==> src/rtl/tdm_mux_if.sv <==
// ============================================================================
// Module      : tdm_mux_if
// Description : Channel/output bundle for the four-channel TDM multiplexer.
//               The slave modport is the multiplexer's view. The master
//               modport is the view of the environment that drives the
//               channels and consumes the output.
// Revision    : 1.0 - initial release
// ============================================================================
`default_nettype none

interface tdm_mux_if #(
    parameter int DATA_W = 8
);
    // Channel words and their offer/take handshakes
    logic [DATA_W-1:0] A;
    logic [DATA_W-1:0] B;
    logic [DATA_W-1:0] C;
    logic [DATA_W-1:0] D;
    logic              a_valid;
    logic              b_valid;
    logic              c_valid;
    logic              d_valid;
    logic              a_ready;
    logic              b_ready;
    logic              c_ready;
    logic              d_ready;

    // Registered output word, its source channel and its handshake
    logic [DATA_W-1:0] data;
    logic [1:0]        sel;
    logic              out_valid;
    logic              out_ready;

    modport slave (
        input  A, B, C, D,
        input  a_valid, b_valid, c_valid, d_valid,
        output a_ready, b_ready, c_ready, d_ready,
        output data, sel, out_valid,
        input  out_ready
    );

    modport master (
        output A, B, C, D,
        output a_valid, b_valid, c_valid, d_valid,
        input  a_ready, b_ready, c_ready, d_ready,
        input  data, sel, out_valid,
        output out_ready
    );
endinterface

`default_nettype wire

==> src/rtl/tdm_mux.sv <==
// ============================================================================
// Module      : tdm_mux
// Description : Four-channel time-division multiplexer with a single
//               registered output word {out_valid, data, sel}.
//               Default build: strict TDM. The slot pointer advances on
//               every cycle in which the output register can load.
//               TDM_MUX_SKIP_IDLE_EN: work-conserving round robin. The
//               grant goes to the first valid channel at or after the
//               pointer.
// Revision    : 1.0 - initial release
// ============================================================================
`default_nettype none

module tdm_mux #(
    parameter int DATA_W = 8
) (
    input  logic           clk,
    input  logic           reset,
    tdm_mux_if.slave       bus
);

    // ------------------------------------------------------------------
    // State
    // ------------------------------------------------------------------
    logic              r_out_valid;
    logic [DATA_W-1:0] r_data;
    logic [1:0]        r_sel;
    logic [1:0]        r_ptr;

    // ------------------------------------------------------------------
    // Combinational
    // ------------------------------------------------------------------
    logic [DATA_W-1:0] w_word [4];
    logic [3:0]        w_valid;
    logic [3:0]        w_ready;
    logic [1:0]        w_grant;
    logic              w_load_en;
    logic              w_xfer;

    assign w_word[0] = bus.A;
    assign w_word[1] = bus.B;
    assign w_word[2] = bus.C;
    assign w_word[3] = bus.D;
    assign w_valid   = {bus.d_valid, bus.c_valid, bus.b_valid, bus.a_valid};

    // The output register can take a new word when it is empty or being drained
    assign w_load_en = !r_out_valid || bus.out_ready;

`ifdef TDM_MUX_SKIP_IDLE_EN
    logic [1:0] w_idx;

    // Pick the first valid channel starting at the pointer. The loop scans
    // downwards, so the nearest candidate overwrites the farther ones.
    // With no valid channel the grant rests on the pointer slot.
    always_comb begin
        w_grant = r_ptr;
        w_idx   = r_ptr;
        for (int k = 3; k >= 0; k--) begin
            w_idx = r_ptr + 2'(k);
            if (w_valid[w_idx]) begin
                w_grant = w_idx;
            end
        end
    end
`else
    // Strict TDM: the slot owner is the pointer, whether or not it is valid
    always_comb begin
        w_grant = r_ptr;
    end
`endif

    assign w_xfer = w_load_en && w_valid[w_grant];

    // Exactly the granted channel sees ready. Ready is masked during reset so
    // that nothing upstream believes a word was consumed.
    always_comb begin
        w_ready = 4'b0000;
        if (!reset && w_load_en) begin
            w_ready = 4'b0001 << w_grant;
        end
    end

    assign bus.a_ready   = w_ready[0];
    assign bus.b_ready   = w_ready[1];
    assign bus.c_ready   = w_ready[2];
    assign bus.d_ready   = w_ready[3];
    assign bus.data      = r_data;
    assign bus.sel       = r_sel;
    assign bus.out_valid = r_out_valid;

    // Output register. Load on transfer, empty on an idle load slot, hold
    // under back-pressure. An empty slot keeps data/sel unchanged.
    always_ff @(posedge clk or posedge reset) begin
        if (reset) begin
            r_out_valid <= 1'b0;
            r_data      <= '0;
            r_sel       <= 2'b00;
        end else if (w_load_en) begin
            if (w_xfer) begin
                r_out_valid <= 1'b1;
                r_data      <= w_word[w_grant];
                r_sel       <= w_grant;
            end else begin
                r_out_valid <= 1'b0;
            end
        end
    end

`ifdef TDM_MUX_SKIP_IDLE_EN
    // Round-robin pointer: resume just after the channel that was served.
    // It holds when nothing was taken.
    always_ff @(posedge clk or posedge reset) begin
        if (reset) begin
            r_ptr <= 2'd0;
        end else if (w_xfer) begin
            r_ptr <= w_grant + 2'd1;
        end
    end
`else
    // Slot pointer: step one slot on every loadable cycle. Wraps 3 -> 0 naturally.
    always_ff @(posedge clk or posedge reset) begin
        if (reset) begin
            r_ptr <= 2'd0;
        end else if (w_load_en) begin
            r_ptr <= r_ptr + 2'd1;
        end
    end
`endif

endmodule

`default_nettype wire

==> src/flat_wrapper.sv <==
// flat-port wrapper written by rule: the top's interface ports become plain ports
module tdm_mux_flat 
#(
    parameter int DATA_W = 8
)
  (clk, reset, bus_A, bus_B, bus_C, bus_D, bus_a_valid, bus_b_valid, bus_c_valid, bus_d_valid, bus_a_ready, bus_b_ready, bus_c_ready, bus_d_ready, bus_data, bus_sel, bus_out_valid, bus_out_ready);
  tdm_mux_if #(.DATA_W(DATA_W)) bus_i ();
  input  logic clk;
  input  logic reset;
  input wire logic [$bits(bus_i.A)-1:0] bus_A;
  input wire logic [$bits(bus_i.B)-1:0] bus_B;
  input wire logic [$bits(bus_i.C)-1:0] bus_C;
  input wire logic [$bits(bus_i.D)-1:0] bus_D;
  input wire logic [$bits(bus_i.a_valid)-1:0] bus_a_valid;
  input wire logic [$bits(bus_i.b_valid)-1:0] bus_b_valid;
  input wire logic [$bits(bus_i.c_valid)-1:0] bus_c_valid;
  input wire logic [$bits(bus_i.d_valid)-1:0] bus_d_valid;
  output wire logic [$bits(bus_i.a_ready)-1:0] bus_a_ready;
  output wire logic [$bits(bus_i.b_ready)-1:0] bus_b_ready;
  output wire logic [$bits(bus_i.c_ready)-1:0] bus_c_ready;
  output wire logic [$bits(bus_i.d_ready)-1:0] bus_d_ready;
  output wire logic [$bits(bus_i.data)-1:0] bus_data;
  output wire logic [$bits(bus_i.sel)-1:0] bus_sel;
  output wire logic [$bits(bus_i.out_valid)-1:0] bus_out_valid;
  input wire logic [$bits(bus_i.out_ready)-1:0] bus_out_ready;
  assign bus_i.A = bus_A;
  assign bus_i.B = bus_B;
  assign bus_i.C = bus_C;
  assign bus_i.D = bus_D;
  assign bus_i.a_valid = bus_a_valid;
  assign bus_i.b_valid = bus_b_valid;
  assign bus_i.c_valid = bus_c_valid;
  assign bus_i.d_valid = bus_d_valid;
  assign bus_a_ready = bus_i.a_ready;
  assign bus_b_ready = bus_i.b_ready;
  assign bus_c_ready = bus_i.c_ready;
  assign bus_d_ready = bus_i.d_ready;
  assign bus_data = bus_i.data;
  assign bus_sel = bus_i.sel;
  assign bus_out_valid = bus_i.out_valid;
  assign bus_i.out_ready = bus_out_ready;
  tdm_mux #(.DATA_W(DATA_W)) u_core (.clk(clk), .reset(reset), .bus(bus_i));
endmodule
==> config.mk <==
export PLATFORM = sky130hd
export DESIGN_NAME = tdm_mux_flat
export DESIGN_NICKNAME = d
export VERILOG_FILES = /design/src/rtl/tdm_mux_if.sv /design/src/rtl/tdm_mux.sv /design/src/flat_wrapper.sv
export SDC_FILE = /design/constraint.sdc
export NUM_CORES = 1
export LEC_CHECK = 0
export BUFFER_PORTS_ARGS = -buffer_cell sky130_fd_sc_hd__buf_4
export CORE_ASPECT_RATIO = 1.25
export CORE_MARGIN = 4
export CORE_UTILIZATION = 40
export DETAILED_ROUTE_END_ITERATION = 12
export PLACE_DENSITY = 0.75
export REMOVE_ABC_BUFFERS = 1
export SYNTH_ARGS = -nofsm -noshare
export SYNTH_HDL_FRONTEND = slang
export SYNTH_SLANG_ARGS = --single-unit
==> constraint.sdc <==
create_clock -name clk -period 2.4 [get_ports clk]
set_input_delay 0.24 -clock clk [delete_from_list [all_inputs] [get_ports clk]]
set_output_delay 0.24 -clock clk [all_outputs]
set_load 0.005 [all_outputs]
==> impl_results.md <==
* Status: complete, no violations
* Worst-Margin Slew at 610 ps
* Yosys warns at 0
* Worst-Skew Late Latency at around 260 ps
* Critical Path RT at about 2200 ps
* Fillers at 170
* Leakage power at 0.637 nW
* Initial cell density of the core at 0.420
* Core area at 1960 um^2
* Crit path kind: register to output port
* RePlAce Congestion at between 0.7 and 0.8
* Routed wire per std cell at 14.9 um
* Clk sinks at 13
* Total Routed Length at 2.03 mm
* Worst Clk Skew at 0.390 ps
* Max_slew headroom at 0.593
* Max cap viols at 0
* Maximum clock rate at 507 MHz
* Clock-pin transition on the worst setup and hold timing paths at approximately 70 ps
* Highest metal used: met4
* DP Area at approximately 1200 um^2
* CP Launch Type: register
* DR iter-0 viols at 7
* Max IR drop VDD at 0.860 mV
* DRT antenna net count at 0
* Vias in the first global route at 745
* Hold_buf cts at 1
* Pre-Repair DR Iteration Count at 4
* Data arrival, critical path at roughly 1700 ps
* Via count at 700
* CTS tree: built
* Number of synthesized register bits at 13
* WL met3 at 230 um
* First-pass GRT wire length at roughly 3.5 mm
* Crit share post-route at 0.822
* Netlist Area Pre-Place at approximately 820 um^2
* Wire length on met2 at ~1 mm
* Min-Delay Path Class: primary input to register
* Area growth syn-to-layout at 55.6%
* Largest net degree at the start of global routing at 18
* CP Max Fanout at 14
* Final setup margin at 428 ps
* Global route overflow at 0
* Multi-input gate area at approximately 470 um^2
* Final TNS setup at 0 ps
* Reg area at 325 um^2
* Post-CTS setup buffers at 0
* Inserted Clock Buffers at 3
* Setup violations, final at 0
* Register area share after synthesis at 0.395
* Synth unique cells at 20
* Unrepaired setup endpoints after global routing: no
* Number of core rows at 18
* Die width at approximately 49 um
* Fin area at 1280 um^2
* Boundary pin count at 54
* Chip Height at 58.7 um
* CTS max path bufs at 2
* Max-slew violations at 0
* Post-Route Utilization at 0.654
* Synthesized area per cell at 14.0 um^2
* Global-route usage over all layers at 0.156
* Final hold violation count at 0
* DPL Wire Length at 1.67 mm
* Port buffer count at 53
* Post-Route M1 WL at around 740 um
* CP Capture Type: output port
* Nets at 160
* Dpl ws at ~600 ps
* Die Area at 2850 um^2
* Share of cells above drive strength 1 at 0.681
* Inserted Diodes at 0
* Synth Instances at around 60
* Antenna violations before repair at 0
* DRC viols at 0
* Mean number of vias per cell at 5.15
* Tmin final at between 1500 and 2000 ps
* Clk root buf: clkbuf_4
* # H-tree levels at 1
* Power Density at 1050 nW/um^2
* Post-CTS sizing at 0
==> cells in the final DEF (no fill, tap or decap) <==
cell and instances:
a31oi_4 1, ha_1 4, dfrtp_1 13, mux4_2 8, nor3_2 1, mux2i_1 1, o21ai_0 2, nand2_1 2
clkbuf_4 3, nand3_1 1, a21o_1 1, mux2_2 10, inv_1 4, buf_4 55, clkbuf_1 1, or2_2 1
and3_1 4, dlygate4sd3_1 1, nor2b_1 1, nand2b_1 1, xnor2_1 1
==> synthesized netlist by cell type (all sizes together) <==
master | n | area, um^2
a21o | 1 | 7.51
a31oi | 1 | 21.3
and3 | 4 | 25.0
buf | 2 | 12.5
clkbuf | 1 | 3.75
dfrtp | 13 | 325
ha | 4 | 50.1
inv | 4 | 15.0
mux2 | 10 | 113
mux2i | 1 | 10.0
mux4 | 8 | 180
nand2 | 2 | 7.51
nand2b | 1 | 6.26
nand3 | 1 | 5.00
nor2b | 1 | 6.26
nor3 | 1 | 10.0
o21ai | 2 | 10.0
or2 | 1 | 6.26
xnor2 | 1 | 8.76
==> worst paths after layout <==
| kind | start | to | slack [ps] | cells past startpoint |
|---|---|---|---|---|
| max | u_core.r_ptr[1]$_DFFE_PP0P_ | bus_b_ready | 430 | 4 |
| min | bus_out_ready | u_core.r_ptr[0]$_DFFE_PP0P_ | 290 | 3 |
| max reg2reg | u_core.r_ptr[0]$_DFFE_PP0P_ | u_core.bus.data[1]$_DFFE_PP0P_ | 600 | 3 |
| min reg2reg | u_core.bus.sel[0]$_DFFE_PP0P_ | u_core.bus.sel[0]$_DFFE_PP0P_ | 510 | 1 |
| max in group asynchronous | reset | u_core.bus.data[7]$_DFFE_PP0P_ | 1700 | 4 |
| min in group asynchronous | reset | u_core.bus.data[5]$_DFFE_PP0P_ | 530 | 4 |
==> critical path: stages, from the launching register on <==
cell	delay (ps)
dfrtp_1	740
inv_1	220
ha_1	230
and3_1	160
buf_4	130
==> layout make-up <==
type / count / area share
Sequential cell: 13 / 0.254
Tap cell: 20 / 0.0195
Clock buffer: 4 / 0.0205
Timing Repair Buffer: 56 / 0.330
Inverter: 4 / 0.0117
Multi-Input combinational cell: 39 / 0.364
==> per-stage QoR <==
stage	cells	hold WS (ps)	power, W
after floorplan	56	138	0.000903
after global placement	131	259	0.00121
after detailed placement	131	261	0.00124
after CTS	136	283	0.00137
after global routing	136	289	0.00146
final	136	285	0.00135
==> kinds of logic after synthesis <==
logic type	share of synthesized area
flip-flops	0.395
adder cells (fa/ha/maj)	0.0608
XOR/XNOR	0.0106
AND/OR/NAND/NOR	0.0806
multiplexers	0.368
AO/OA/AOI/OAI	0.0471
buffers and inverters	0.0380
==> registers in the layout, indices dropped and copies added (netlist names) <==
register	count
u_core.bus.sel	2
u_core.r_ptr	2
u_core.bus.out_valid	1
u_core.bus.data	8
==> per-layer routing <==
metal | track usage | up-vias
met2 | 0.261 | 34
li1 | - | 333
met1 | 0.175 | 329
met5 | 0 | -
met3 | 0.0684 | 4
met4 | 0.0577 | 0
==> power by group <==
part           internal, W  switching, W
combinational     0.000490      0.000269
clock            0.0000642     0.0000653
sequential        0.000336      0.000123
total             0.000891      0.000457
Power figures use the tool's default switching activity.
